--- src/rtl/joystick_pkg.sv ---
// Shared types and constants for the dual-joystick velocity filter.
package joystick_pkg;

  typedef enum logic {
    CAL,
    RUN
  } state_t;

  localparam int N_AXES  = 4;
  localparam int ADC_W   = 12;
  localparam int VEL_W   = 5;
  localparam int VEL_MAX = 15;

  localparam logic [ADC_W-1:0] CENTER_RESET = 12'd2048;

  function automatic int max_int(input int a, input int b);
    return (a > b) ? a : b;
  endfunction

endpackage

--- src/rtl/joystick_axis.sv ---
// One joystick axis: sample accumulator, calibrated centre, dead zone,
// scaling and clamping into a registered signed velocity.
module joystick_axis
  import joystick_pkg::*;
#(
  parameter int AVG_LOG2  = 3,
  parameter int CAL_LOG2  = 4,
  parameter int DEADZONE  = 200,
  parameter int VEL_SHIFT = 7
) (
  input  logic             clk,
  input  logic             reset,
  input  logic [ADC_W-1:0] adc,
  input  logic             sample_en,
  input  logic             acc_clear,
  input  logic             cal_load,
  input  logic             vel_load,
  input  logic             vel_clear,
  output logic [VEL_W-1:0] vel
);

  localparam int ACC_W = ADC_W + max_int(AVG_LOG2, CAL_LOG2);
  localparam int OFF_W = ADC_W + 2;

  localparam logic signed [OFF_W-1:0] DZ     = OFF_W'(DEADZONE);
  localparam logic signed [OFF_W-1:0] NDZ    = -DZ;
  localparam logic signed [OFF_W-1:0] VMAX   = OFF_W'(VEL_MAX);
  localparam logic signed [OFF_W-1:0] NVMAX  = -VMAX;

  logic [ACC_W-1:0] acc;
  logic [ACC_W-1:0] sum;
  logic [ACC_W-1:0] cal_sum;
  logic [ACC_W-1:0] avg_sum;
  logic [ADC_W-1:0] center;
  logic [ADC_W-1:0] filt;

  logic signed [OFF_W-1:0] off;
  logic signed [OFF_W-1:0] adj;
  logic signed [OFF_W-1:0] shifted;
  logic        [VEL_W-1:0] vel_next;

  // The block-completing sample is folded in combinationally so the
  // centre/velocity update lands on the same edge as that sample.
  assign sum     = acc + ACC_W'(adc);
  assign cal_sum = sum >> CAL_LOG2;
  assign avg_sum = sum >> AVG_LOG2;
  assign filt    = avg_sum[ADC_W-1:0];

  always_ff @(posedge clk or posedge reset) begin
    if (reset) begin
      acc <= '0;
    end else if (acc_clear) begin
      acc <= '0;
    end else if (sample_en) begin
      acc <= sum;
    end
  end

  always_ff @(posedge clk or posedge reset) begin
    if (reset) begin
      center <= CENTER_RESET;
    end else if (cal_load) begin
      center <= cal_sum[ADC_W-1:0];
    end
  end

  // Offset outside the dead zone is pulled toward zero by DEADZONE so the
  // velocity ramps from 0 at the zone edge, then floor-shifted and clamped.
  always_comb begin
    off      = $signed({2'b00, filt}) - $signed({2'b00, center});
    adj      = '0;
    vel_next = '0;
    if (off > DZ) begin
      adj = off - DZ;
    end else if (off < NDZ) begin
      adj = off + DZ;
    end
    shifted = adj >>> VEL_SHIFT;
    if (shifted > VMAX) begin
      vel_next = VMAX[VEL_W-1:0];
    end else if (shifted < NVMAX) begin
      vel_next = NVMAX[VEL_W-1:0];
    end else begin
      vel_next = shifted[VEL_W-1:0];
    end
  end

  always_ff @(posedge clk or posedge reset) begin
    if (reset) begin
      vel <= '0;
    end else if (vel_clear) begin
      vel <= '0;
    end else if (vel_load) begin
      vel <= vel_next;
    end
  end

endmodule

--- src/rtl/joystick_filter.sv ---
// Decimates four joystick ADC channels, self-calibrates their centres and
// emits dead-zoned, clamped signed velocities with an update strobe.
module joystick_filter
  import joystick_pkg::*;
#(
  parameter int SAMPLE_DIV = 100_000,
  parameter int AVG_LOG2   = 3,
  parameter int CAL_LOG2   = 4,
  parameter int DEADZONE   = 200,
  parameter int VEL_SHIFT  = 7
) (
  input  logic             clk,
  input  logic             reset,
  input  logic [ADC_W-1:0] adc0_in,
  input  logic [ADC_W-1:0] adc1_in,
  input  logic [ADC_W-1:0] adc2_in,
  input  logic [ADC_W-1:0] adc3_in,
  input  logic             recal,
  output logic [VEL_W-1:0] vel0,
  output logic [VEL_W-1:0] vel1,
  output logic [VEL_W-1:0] vel2,
  output logic [VEL_W-1:0] vel3,
  output logic             vel_valid,
  output logic             cal_done
);

  localparam int DIV_W = $clog2(SAMPLE_DIV);
  localparam int CNT_W = max_int(max_int(AVG_LOG2, CAL_LOG2), 1);

  localparam logic [DIV_W-1:0] DIV_LAST = DIV_W'(SAMPLE_DIV - 1);
  localparam logic [CNT_W-1:0] CAL_LAST = CNT_W'((1 << CAL_LOG2) - 1);
  localparam logic [CNT_W-1:0] AVG_LAST = CNT_W'((1 << AVG_LOG2) - 1);

  state_t state;
  state_t state_next;

  logic [DIV_W-1:0] div_cnt;
  logic [CNT_W-1:0] sample_cnt;
  logic             tick;
  logic             sample;
  logic             cal_end;
  logic             blk_end;

  logic [ADC_W-1:0] adc_arr [N_AXES];
  logic [VEL_W-1:0] vel_arr [N_AXES];

  // recal outranks a coincident tick, so its sample never reaches the axes.
  assign tick    = (div_cnt == DIV_LAST);
  assign sample  = tick && !recal;
  assign cal_end = sample && (state == CAL) && (sample_cnt == CAL_LAST);
  assign blk_end = sample && (state == RUN) && (sample_cnt == AVG_LAST);

  always_ff @(posedge clk or posedge reset) begin
    if (reset) begin
      div_cnt <= '0;
    end else if (recal || tick) begin
      div_cnt <= '0;
    end else begin
      div_cnt <= div_cnt + 1'b1;
    end
  end

  always_ff @(posedge clk or posedge reset) begin
    if (reset) begin
      sample_cnt <= '0;
    end else if (recal) begin
      sample_cnt <= '0;
    end else if (sample) begin
      if (cal_end || blk_end) begin
        sample_cnt <= '0;
      end else begin
        sample_cnt <= sample_cnt + 1'b1;
      end
    end
  end

  always_ff @(posedge clk or posedge reset) begin
    if (reset) begin
      state <= CAL;
    end else begin
      state <= state_next;
    end
  end

  always_comb begin
    state_next = state;
    if (recal) begin
      state_next = CAL;
    end else if (state == CAL && cal_end) begin
      state_next = RUN;
    end
  end

  always_ff @(posedge clk or posedge reset) begin
    if (reset) begin
      vel_valid <= 1'b0;
    end else begin
      vel_valid <= blk_end;
    end
  end

  assign cal_done = (state == RUN);

  assign adc_arr[0] = adc0_in;
  assign adc_arr[1] = adc1_in;
  assign adc_arr[2] = adc2_in;
  assign adc_arr[3] = adc3_in;

  for (genvar i = 0; i < N_AXES; i++) begin : g_axis
    joystick_axis #(
      .AVG_LOG2  (AVG_LOG2),
      .CAL_LOG2  (CAL_LOG2),
      .DEADZONE  (DEADZONE),
      .VEL_SHIFT (VEL_SHIFT)
    ) u_axis (
      .clk       (clk),
      .reset     (reset),
      .adc       (adc_arr[i]),
      .sample_en (sample),
      .acc_clear (recal || cal_end || blk_end),
      .cal_load  (cal_end),
      .vel_load  (blk_end),
      .vel_clear (recal),
      .vel       (vel_arr[i])
    );
  end

  assign vel0 = vel_arr[0];
  assign vel1 = vel_arr[1];
  assign vel2 = vel_arr[2];
  assign vel3 = vel_arr[3];

endmodule

--- config.mk ---
export PLATFORM = sky130hd
export DESIGN_NAME = joystick_filter
export DESIGN_NICKNAME = d
export VERILOG_FILES = /design/src/rtl/joystick_pkg.sv /design/src/rtl/joystick_axis.sv /design/src/rtl/joystick_filter.sv
export SDC_FILE = /design/constraint.sdc
export NUM_CORES = 1
export LEC_CHECK = 0
export CORE_MARGIN = 2
export CORE_UTILIZATION = 55
export CTS_CLUSTER_DIAMETER = 50
export DETAILED_ROUTE_END_ITERATION = 12
export PLACE_DENSITY = 0.71
export SLEW_MARGIN = 30
export SYNTH_ARGS = -nofsm -noshare
export SYNTH_HDL_FRONTEND = slang
export SYNTH_HIERARCHICAL = 1
export SYNTH_SLANG_ARGS = --single-unit
--- constraint.sdc ---
create_clock -name clk -period 8.3 [get_ports clk]
set_input_delay 1.66 -clock clk [delete_from_list [all_inputs] [get_ports clk]]
set_output_delay 1.66 -clock clk [all_outputs]
set_load 0.02 [all_outputs]
==> results.txt, run 1 <==
The standard-cell row count came out at 56. The area share of the largest cell type after synthesis is between 20% and 30%. The fraction of registers with async set/reset came out at 100%. The synthesized area per cell is 9.08 um^2. The area growth from synthesis to layout is 11.1%. The worst setup path is of the input pin to flip-flop kind. Along the worst hold path, the cell count comes to 1. Post-CTS repair changed the size of 0 cells. The full die area came out at 0.0252 mm^2. The total routed wirelength came out at 27100 um. The number of nets with antenna violations after detailed routing is 0. The first-pass GRT wire length came out at 46600 um.

The primary flip-flop cell chosen by synthesis mapping is dfrtp_1. Buffers inserted during clock tree synthesis total 17. Measured against the total synthesized area, the mux share comes to 5.42%. The logic depth of the worst register-to-register path came out at 20. Setup repair after global routing left no endpoint under its margin.

The switching power total came out at 0.000711 W. Sequential cells burn a little over a third of the power. Global routing used around 22% of the available tracks.

The number of max-slew violations in the final report came to 0. The count of clock tree sinks came out at 155. The synthesized netlist net count is 1606. The post-route netlist has 12.0% of its cells at a drive strength greater than 1. The number of antenna diodes came out at 0. In the synthesized netlist, the cells that appear most often are dfrtp_1 (151), nor2_1 (146), nand2_1 (113). The core footprint came out at 0.0235 mm^2. The critical path required time came out at about 8.6 ns. The library cell appearing most often on the critical path is a21oi_1. The starting density of the core is 56.0%. The boundary pin count came out at 73. Traced cell by cell, the critical path runs through clkdlybuf4s50_1, ha_1, fa_1, a21o_1, a21oi_1, o21bai_1, a21oi_1, o21bai_1, a21oi_1, nor2b_1, xnor2_1, ha_1, a21oi_1, nand4b_1, a32oi_1, a21boi_2, and3_1, xnor2_1, a21oi_1, a2111o_1, o22ai_1.

The number of hold buffers added after CTS was 0. The arithmetic-cell share of the synthesized area counting full adders, half adders and majority gates is about a tenth. The path category of the worst min-delay check is flip-flop to flip-flop.

After synthesis, the largest family of logic cells by area is compound AO/OA/AOI/OAI gates. For this run, the register share of the synthesized area comes to 29.5%. At the end of routability-driven placement, the weighted congestion stood at 0.856. The number of buffers inserted by port buffering is 72. Clock-pin slew was measured on the worst setup and hold paths at 0.07 ns.

Headroom to the max-slew limit came out at 46.3%. The area share of xor/xnor cells in the synthesized design came out at 9.00%. The internal power consumption is 0.00141 W.

The synthesized netlist cell count came out at about 1400. The setup skew after layout is 0.0141 ns. After global routing the overflow that remains totals 0. The post-CTS setup buffer count is 0. Summing the areas of all and, or, nand and nor instances in the mapped netlist gives around 18% of the synthesized area.

The chip height came out at 159 um. The analysis attributes to cell leakage a power of 6.27 nW. The nature of the critical path startpoint is an input pin. At the pin with the least slew margin, the transition time is 0.799 ns.

Combinational cells account for between 20% and 30% of the total power. The number of buffers and inverters on the critical path is 1. The switching share of total power came out at 33.5%.

The clock network fraction of total power is 35.5%. The final routed DRC violation total is 0. The largest single stage delay on the critical path is 0.44 ns. The worst setup path is captured at a flip-flop.

The flow ran to the end, and the final reports show no timing, DRC or antenna violations. The overall power after layout is about 0.0021 W. The clock reaches the later pin of the worst-skew pair after 0.43 ns. No sink is reached through more buffers than the 2 on the longest clock path. The synthesized netlist occupies a cell area of approximately 0.013 mm^2. The finished layout cell area came out at 0.0146 mm^2. The final cell count without fillers is 1830. Setup violations remaining at the end of the flow were counted as 0.

In this design, the largest share of critical-path delay is due to compound AO/OA/AOI/OAI gates. Setup total negative slack on the finished layout was measured at 0 ns. The final HPWL from detailed placement is approximately 20000 um. The logic depth of the worst setup path including buffers is 21. The number of endpoints with negative hold slack in the final report is 0.

The cell accounting for the most synthesized area is dfrtp_1. The width of the die is 159 um. The starting DRC count in detailed routing came out at ~460. The via count of the first global-routing pass is ~10000.

The number of search-and-repair iterations in the first detailed-routing pass came out at 6. Data arrives at the worst endpoint at 6.91 ns. The utilization of the core after routing came out at 62.2%.

The total power per unit cell area came out at 145 mW/mm^2. The routed design could run at a clock period as short as 6.57 ns. Timing would allow up to 152 MHz. Dividing the detail-routed wire length by the instance count gives 14.8 um. For this run, the post-layout net count is 1655. The total instance count after detailed placement came out at 1797.

The largest net degree at the start of global routing came out at 43. The area fraction in compound gates after synthesis came out at 22.1%. The clock tree from TritonCTS is built. The slowest stage of the critical path is the a2111o_1 cell. The largest fanout on the critical path is 8. The maximum vdd ir drop came out at 0.000122 V. The count of flip-flops with a built-in enable after synthesis came out at 0.

Summing all placed instances gives a cell area of 0.0140 mm^2. In the post-synthesis netlist, the cell with the most instances is dfrtp_1. After detailed routing, the number of vias per cell comes to 5.76. The total number of yosys warnings is 6.

The total number of vias is ~11000. The number of distinct library cells after synthesis is between 100 and 150. The H-tree generated during clock tree synthesis spans 4 levels. The count of state elements after synthesis came out at 155.

The number of antenna violations at the first check in global routing is 0. The max capacitance violation total is 0. After synthesis, the cell types taking the most area are dfrtp_1 (29%), ha_1 (9.3%), xnor2_1 (5.0%), nor2_1 (4.2%), mux2i_1 (3.9%). The final period utilization came out at 79.2%. The root buffer cell chosen for the clock tree is clkbuf_16.
==> cell type report <==
cell class,instances,area (um^2)
fillers,2012,8860
clock buffers,18,429
clock inverters,14,128
well taps,319,399
multi-input cells,1160,8610
flip-flops and latches,155,3880
repair buffers,86,866
inverters,78,293
==> metrics by stage <==
step | setup WS [ns] | hold WS [ns]
3_3_place_gp | 1.46 | 0.462
5_1_grt | 1.26 | 0.506
3_5_place_dp | 1.32 | 0.472
6_report | 1.73 | 0.487
2_1_floorplan | 2.30 | 0.444
4_1_cts | 1.75 | 0.482
==> final timing paths <==
check,from,to,slack [ns]
worst max-delay path,adc1_in[0],g_axis[1].u_axis/vel[3]$_DFFE_PP0P_,1.73
worst min-delay path,div_cnt[0]$_DFF_PP0_,div_cnt[0]$_DFF_PP0_,0.49
worst max register to register,g_axis[1].u_axis/acc[0]$_DFFE_PP0P_,g_axis[1].u_axis/vel[3]$_DFFE_PP0P_,3.00
worst min register to register,div_cnt[0]$_DFF_PP0_,div_cnt[0]$_DFF_PP0_,0.49
max in group asynchronous,reset,g_axis[3].u_axis/center[11]$_DFFE_PP1P_,6.16
min in group asynchronous,reset,vel_valid$_DFF_PP0_,1.70
==> cells by family (layout without fill, tap and decap cells) <==
logic type                 after synthesis  in the layout
adders and majority gates              106            106
AOI/OAI and AO/OA                      389            389
muxes                                   66             66
xor gates and xnor gates               127            127
DFF                                    155            155
and+or+nand+nor                        472            472
buffers and inverters                  134            196
==> state kept, by name, indices dropped and copies added (netlist names) <==
signal and count:
sample_cnt 4, g_axis.u_axis/acc 64, vel_valid 1, g_axis.u_axis/center 48, div_cnt 17, g_axis.u_axis/vel 20
cal_done 1
==> placed cells by master, fill, tap and decap left out, types with 17 or more instances in the layout <==
| cell | Yosys | routed |
|---|---|---|
| dfrtp_1 | 151 | 151 |
| nor2_1 | 146 | 145 |
| nand2_1 | 113 | 113 |
| a21oi_1 | 101 | 101 |
| ha_1 | 98 | 98 |
| inv_1 | 78 | 77 |
| xnor2_1 | 75 | 75 |
| clkdlybuf4s50_1 | 0 | 72 |
| o21ai_0 | 61 | 60 |
| mux2i_1 | 51 | 51 |
| xor2_1 | 47 | 47 |
| nand3_1 | 37 | 37 |
| nor3_1 | 37 | 36 |
| a21o_1 | 24 | 24 |
| a31oi_1 | 18 | 18 |
| clkbuf_16 | 0 | 17 |
==> power by group through the flow <==
stage               registers (W)  logic, W  clock network [W]
floorplan                0.000787  0.000491                  0
global placement         0.000788  0.000577                  0
detailed placement       0.000789  0.000585                  0
CTS                      0.000774  0.000589           0.000774
global route             0.000776  0.000660           0.000799
finish                   0.000774  0.000593           0.000751
==> routing by layer <==
metal	global-route usage (%)	part of all wire [%]	routed length [um]	vias up
li1	-	-	-	5316
met1	30.6	49	13200	5040
met2	38.0	48	12900	158
met3	3.10	2.5	675	19
met4	4.85	1.0	277	0
met5	0	0	0	-
(Power assumes the default switching activity.)
==> run 2, diff against run 1 <==
PLACE_DENSITY = 0.74   (was 0.71)
clock period = 5.6 ns   (was 8.3 ns; I/O delays follow)
==> run 2 against run 1 <==
Via count grew 12%; sequential power increased by 49%; first-iteration DRC count grew 9.5%; cell area grew 16%; sequential share of layout area is 3.7 points lower; hold slack better by 0.0065 ns; die area stayed put; power increased by 67%; register-to-register slack worse by 2.2 ns; global-route usage grew 3.3 points; wire length grew 20%; critical path depth is the same; critical endpoint is now g_axis[2].u_axis/vel[3]$_DFFE_PP0P_; highest routed layer unchanged.
==> results.txt, run 2 (synthesized netlist as in run 1, its figures left out) <==
The largest net degree at the start of global routing is 43 (unchanged). The total power per unit cell area is 208 mW/mm^2 (+44%). The final weighted congestion in routability-driven placement is 0.851 (-0.55%). The final period utilization came out at 97.8%.

The utilization of the core after routing is 72.3% (+10 points). The kind of cell adding the most delay to the critical path is compound AO/OA/AOI/OAI gates. The clock network fraction of total power came out at 32.3% (-3.2 points). The leakage dissipation was 7.58 nW (+21%).

The worst register-to-register path begins at g_axis[2].u_axis/acc[0]$_DFFE_PP0P_. The path category of the worst min-delay check is flip-flop to flip-flop. The slew of the pin with the lowest slew margin is 0.897 ns (+0.0982 ns). The total of endpoints with negative setup slack in the final report came out at 0 (unchanged). The via count of the first global-routing pass came out at 11600 (+16%). The remaining global-route overflow is 0 (unchanged). The number of clock buffers inserted by TritonCTS is 17 (unchanged). The number of buffer and inverter instances along the worst setup path came out at 1 (unchanged). The number of search-and-repair iterations in the first detailed-routing pass is 6 (unchanged).

The critical path required time is 5.95 ns (-2.69 ns). The number of nets with antenna violations after detailed routing is 0 (unchanged). The boundary pin count came out at 73 (unchanged). For this design, the slowest cell found on the critical path is a2111o_1.

The number of vias per cell after detailed routing is 5.65 (-1.8%). The worst-case setup margin in the final layout was 0.125 ns (-1.60 ns). The starting density of the core was 56.0% (unchanged). The worst slack at placement is -0.382 ns (-1.71 ns). The total number of vias is 11800 (+12%). The standard-cell row count came out at 56 (unchanged). The number of endpoints with negative hold slack in the final report came out at 0 (unchanged). The instance area at placement came out at 0.0159 mm^2 (+13%). The max capacitance violation total came out at 0 (unchanged). The count of clock tree sinks came out at 155 (unchanged). Counting I/O delays and the setup requirement, the final critical path takes 5.48 ns.

The largest registers in the layout are g_axis.u_axis/acc (64), g_axis.u_axis/center (48), g_axis.u_axis/vel (20). The run finished with clean final reports. The setup skew after layout is 0.0136 ns (-0.000533 ns). The signal arrival time at the worst endpoint came out at 5.82 ns (-1.09 ns).

The number of buffers inserted by port buffering came out at 72 (unchanged). The overall global routing resource usage came out at 25.7% (+3.3 points). The reg-to-reg setup timing slack is 0.84 ns (-2.16 ns). The smallest hold slack is 0.493 ns (+0.00655 ns).

The width of the die came out at 159 um (unchanged). The number of antenna violations at the first check in global routing came out at 1 (+1). The number of max-slew violations in the final report was 0 (unchanged).

The average detailed-routed wire length per instance is 15.6 um (+5.2%). The flip-flop count of the largest register, all copies and words added came out at 64 (unchanged). The net count reported at finish is 1907 (+15%).

The finished layout cell area came out at 0.0170 mm^2 (+16%). In the layout the commonest cells are buf_4 (263), dfrtp_1 (151), nor2_1 (144). The core footprint is 0.0235 mm^2 (unchanged). The largest fanout on the critical path came out at 3 (-5). The number of hold buffers added after cts came out at 0 (unchanged). The worst hold path begins at g_axis[0].u_axis/center[11]$_DFFE_PP1P_. The signal on the critical path passes through clkdlybuf4s50_1, ha_1, fa_1, a21o_1, a21oi_2, o21bai_1, a21oi_2, o21bai_2, a21oi_2, xnor2_2, ha_1, o21a_2, o211ai_1, a31oi_2, or3_1, a21o_1, or2_1, o2111ai_2, a211oi_2, a2111o_1, o22ai_1. The first-pass GRT wire length is 53100 um (+14%). By instance count, the cell type seen most on the critical path is a21oi_2. The final HPWL from detailed placement is 23100 um (+16%). The library cell used most frequently in the layout, excluding fill and tap cells, is buf_4. The internal power consumption is 0.00235 W (+67%). Tracing the worst setup path back leads to its startpoint at adc2_in[0].

The clock transition at the register clock pins on the worst setup and hold paths after CTS came out at 0.07 ns (about the same). The worst-case clock buffer depth is 2 (unchanged). The kind of capture point of the worst setup path is a flip-flop. The sequential fraction of design power is 32.5% (-4.1 points).

The worst max-slew margin expressed relative to the limit was 40.0% (-6.3 points). The ratio of cells with drive above 1 in the final layout came out at 28.9% (+17 points). The maximum vdd ir drop came to 0.000163 V (+34%). The switching power total came out at 0.00118 W (+67%). The full die area came out at 0.0252 mm^2 (unchanged). The number of H-tree levels was 4 (unchanged).

The final routed DRC violation total is 0 (unchanged). The library cell used as clock root buffer is clkbuf_16. STA classifies the critical path startpoint as an input pin. The worst-skew pair later-pin latency came out at 0.44 ns (about the same). The starting DRC count in detailed routing came out at 498 (+9.5%).

Counting flops per register, the top entry is g_axis.u_axis/acc. The combinational power share came out at 35.3% (+7.3 points). The critical path is of the input pin to flip-flop type. The synthesis-to-layout area growth is 29.1%. TritonCTS built the clock tree. The timing-limited maximum frequency came out at 183 MHz. The switching share of total power is 33.5% (-0.062 points).

The total routed wirelength is 32400 um (+20%). The chip height is 159 um (unchanged). The largest stage delay on the critical path came out at 0.48 ns (+0.04 ns).
## run 2: worst register-to-register path, delay by kind of cell (launching register included)
family,cells,cell delay (ns)
XOR/XNOR,1,0.14
AND/OR/NAND/NOR,2,0.61
flip-flops,1,0.39
adder cells (fa/ha/maj),3,0.89
AO/OA/AOI/OAI,14,2.67
## run 2: layout make-up
| class | instances | area, um^2 |
|---|---|---|
| clock inverter | 14 | 129 |
| tap | 319 | 399 |
| clock buffer | 18 | 439 |
| antenna | 1 | 2.50 |
| sequential | 155 | 3880 |
| multi-input combinational | 1160 | 9090 |
| timing repair buffer | 338 | 2750 |
| fill | 1696 | 6490 |
| inverter | 78 | 293 |
## run 2: path summary, 6_finish.rpt
kind,to,cells past startpoint
worst max-delay path,g_axis[2].u_axis/vel[3]$_DFFE_PP0P_,21
worst min-delay path,g_axis[0].u_axis/center[11]$_DFFE_PP1P_,2
worst max register to register,g_axis[2].u_axis/vel[3]$_DFFE_PP0P_,20
worst min register to register,g_axis[0].u_axis/center[11]$_DFFE_PP1P_,2
max in group asynchronous,g_axis[3].u_axis/center[11]$_DFFE_PP1P_,3
min in group asynchronous,div_cnt[3]$_DFF_PP0_,2
## run 2: timing repair
item | CTS | global route
endpoints found under the setup margin | 2 | 19
pin swaps | 0 | 54
resized for setup | 1 | 98
setup buffers | 0 | 6
gates cloned | 0 | 0
## run 2: power by group through the flow
stage | clock (W) | combinational, W | sequential (W)
global route | 0.00121 | 0.00136 | 0.00115
floorplan | 0 | 0.000728 | 0.00117
global placement | 0 | 0.00113 | 0.00117
finish | 0.00114 | 0.00125 | 0.00115
detailed placement | 0 | 0.00116 | 0.00117
CTS | 0.00116 | 0.00117 | 0.00115
## run 2: metal layers
metal / share of wire, % / wire (um) / vias up / global-route usage, %
met5: 0 / 0 / - / 0
li1: - / - / 5850 / -
met2: 51 / 16500 / 189 / 46.3
met3: 2.8 / 893 / 38 / 3.81
met1: 45 / 14500 / 5695 / 32.4
met4: 1.6 / 533 / 0 / 6.22
## run 2: stage by stage
stage	cells	power [W]	setup TNS, ns
3_3_place_gp	2044	0.00229	-3.37
3_5_place_dp	2044	0.00232	-5.61
6_report	2083	0.00354	0
2_1_floorplan	1449	0.00189	0
4_1_cts	2076	0.00348	0
5_1_grt	2082	0.00372	-0.652
==> run 3, diff against run 2 <==
CORE_MARGIN = unset   (was 2)
==> run 3 against run 2 <==
Maximum frequency down 1.3%; sequential power about the same; first-iteration DRC count down 4.6%; wire length down 2.3%; core utilization down 0.71 points; critical path depth unchanged; highest routed layer unchanged; non-clock buffer count down 11; sequential share of layout area up 0.23 points.
==> results.txt, run 3 (synthesized netlist as in run 1, its figures left out) <==
The flow ran to the end, and the final reports show no timing, DRC or antenna violations. The number of buffer and inverter instances along the worst setup path is 1 (unchanged). The highest-delay cell along the critical path is a2111o_1. In the final layout, the registers with the most flip-flops are g_axis.u_axis/acc (64), g_axis.u_axis/center (48), g_axis.u_axis/vel (20). The overall global routing resource usage is 25.7% (-0.043 points).

In this run the worst hold path is classified as flip-flop to flip-flop. The total routed wirelength is 31700 um (-2.3%). The total power per unit cell area was 208 mW/mm^2 (-0.30%). The synthesis-to-layout area growth came out at 27.8%. The boundary pin count is 73 (unchanged). The standard-cell row count came to 56 (unchanged). The first-pass GRT wire length is 52000 um (-2.2%). The final weighted congestion in routability-driven placement came out at 0.885 (+4.0%). The worst-case clock buffer depth is 2 (unchanged).

The width of the die was 157 um (-1.3%). The tree is rooted in a clkbuf_16. The max capacitance violation total was 0 (unchanged). The core footprint is 0.0235 mm^2 (unchanged). STA classifies the critical path startpoint as an input pin. The number of antenna diodes came out at 0 (-1). The number of endpoints with negative hold slack in the final report came out at 0 (unchanged).

The largest fanout on the critical path is 3 (unchanged). The number of clock buffers inserted by TritonCTS is 17 (unchanged). The final period utilization is 99.1% (+1.3 points). The via count of the first global-routing pass is 11400 (-1.1%). The count of clock tree sinks came to 155 (unchanged). The net count reported at finish is 1896 (-0.58%).

The ratio of cells with drive above 1 in the final layout came out at 28.1% (-0.79 points). The setup total negative slack came out at 0 ns (unchanged). The setup skew after layout came out at 0.0103 ns (-0.00329 ns). The clock transition at the register clock pins on the worst setup and hold paths after CTS is 0.07 ns (about the same). The largest stage delay on the critical path is 0.49 ns (about the same).

In the layout the commonest cells are buf_4 (253), dfrtp_1 (151), nor2_1 (144). The critical path required time is 5.95 ns (about the same). The number of search-and-repair iterations in the first detailed-routing pass is 5 (-1).

The average detailed-routed wire length per instance is 15.3 um (-1.7%). The largest net degree at the start of global routing is 43 (unchanged). The shortest period the worst path allows was 5.55 ns (+0.0726 ns). The total of endpoints with negative setup slack in the final report is 0 (unchanged). The number of buffers inserted by port buffering came out at 72 (unchanged). The utilization of the core after routing was 71.6% (-0.71 points). The signal arrival time at the worst endpoint is 5.90 ns (+0.08 ns).

The critical path goes through clkdlybuf4s50_1, ha_1, fa_2, a21o_1, a21oi_2, o21bai_1, a21oi_2, o21bai_1, a21oi_1, xnor2_1, ha_1, o21a_2, o211ai_1, a31oi_1, o41ai_2, xnor2_1, a2111oi_4, nor3_1, a211oi_2, a2111o_1, o22ai_1. The slew of the pin with the lowest slew margin came out at 0.874 ns (-0.0230 ns). The kind of critical path is input pin to flip-flop. The register with the most flip-flops is g_axis.u_axis/acc. The number of max-slew violations in the final report came out at 0 (unchanged). The number of antenna violations at the first check in global routing is 0 (-1). The number of H-tree levels is 4 (unchanged). The number of nets with antenna violations after detailed routing came out at 0 (unchanged). STA classifies the critical path endpoint as a flip-flop.

The worst-skew pair later-pin latency came out at 0.43 ns (about the same). The chip height came out at 157 um (-1.3%). The final HPWL from detailed placement came out at 22600 um (-2.3%).

The leakage dissipation is 7.49 nW (-1.3%). The flip-flop count of the largest register, all copies and words added came to 64 (unchanged). The cell family contributing the most delay on the critical path is compound AO/OA/AOI/OAI gates.

TritonCTS built the clock tree. The total number of vias came out at 11700 (-0.32%). The number of vias per cell after detailed routing is 5.67 (+0.25%).

The overall power after layout is 0.00349 W (-1.3%). The starting density of the core is 56.0% (unchanged). The worst max-slew margin expressed relative to the limit came out at 41.2% (+1.2 points). The maximum vdd ir drop came out at 0.000133 V (-18%).

The remaining global-route overflow is 0 (unchanged). The commonest non-fill, non-tap cell in the layout is buf_4. The final routed DRC violation total came to 0 (unchanged). The timing-limited maximum frequency came to 180 MHz (-1.3%).

The full die area is 0.0245 mm^2 (-2.5%). The starting DRC count in detailed routing was 475 (-4.6%).
run 3: final cells by class:
class | count | area (um^2)
Fill cell | 1724 | 6660
Timing Repair Buffer | 327 | 2660
Multi-Input combinational cell | 1160 | 9030
Sequential cell | 155 | 3880
Clock inverter | 15 | 129
Inverter | 78 | 293
Clock buffer | 17 | 425
Tap cell | 319 | 399
run 3: repair_timing:
item	CTS	global route
setup buffers	0	10
endpoints found under the hold margin	0	0
endpoints found under the setup margin	4	17
hold buffers	0	0
resized for setup	5	88
pin swaps	0	63
run 3: per-stage QoR:
step	cell area (um^2)	std cells	worst slack, ns	hold slack [ns]
finish	16800	2071	0.0523	0.489
detailed placement	15800	2028	-0.442	0.478
CTS	16300	2060	0.0176	0.491
global route	16800	2071	-0.152	0.513
floorplan	13200	1449	0.139	0.444
global placement	15800	2028	-0.294	0.480
run 3: where the power goes:
group / internal, W / switching, W / total, W
combinational: 0.000590 / 0.000625 / 0.00122
clock: 0.000585 / 0.000542 / 0.00113
sequential: 0.00114 / 0.00000924 / 0.00115
total: 0.00231 / 0.00118 / 0.00349
run 3: routing by layer:
metal  share of wire, %  global-route usage (%)  vias to the layer above
li1                   -                       -                     5818
met1                 44                    30.8                     5650
met2                 52                    47.4                      209
met3                3.2                    3.57                       57
met4                1.7                    7.42                        0
met5                  0                       0                        -
run 3: worst paths after layout:
kind	start	endpoint	slack (ns)	cells past startpoint
worst max-delay path	adc0_in[0]	g_axis[0].u_axis/vel[2]$_DFFE_PP0P_	0.05	21
worst min-delay path	g_axis[0].u_axis/center[11]$_DFFE_PP1P_	g_axis[0].u_axis/center[11]$_DFFE_PP1P_	0.49	2
worst max register to register	g_axis[0].u_axis/acc[0]$_DFFE_PP0P_	g_axis[0].u_axis/vel[2]$_DFFE_PP0P_	0.79	20
worst min register to register	g_axis[0].u_axis/center[11]$_DFFE_PP1P_	g_axis[0].u_axis/center[11]$_DFFE_PP1P_	0.49	2
max in group asynchronous	reset	g_axis[3].u_axis/center[11]$_DFFE_PP1P_	4.02	3
min in group asynchronous	reset	div_cnt[0]$_DFF_PP0_	1.16	2
run 3: worst reg2reg max path: stages (launching register included):
cell,delay [ns]
dfrtp_1,0.38
ha_1,0.21
fa_2,0.35
a21o_1,0.19
a21oi_2,0.15
o21bai_1,0.10
a21oi_2,0.18
o21bai_1,0.12
a21oi_1,0.18
xnor2_1,0.17
ha_1,0.29
o21a_2,0.23
o211ai_1,0.22
a31oi_1,0.12
o41ai_2,0.42
xnor2_1,0.24
a2111oi_4,0.07
nor3_1,0.34
a211oi_2,0.10
a2111o_1,0.49
o22ai_1,0.19
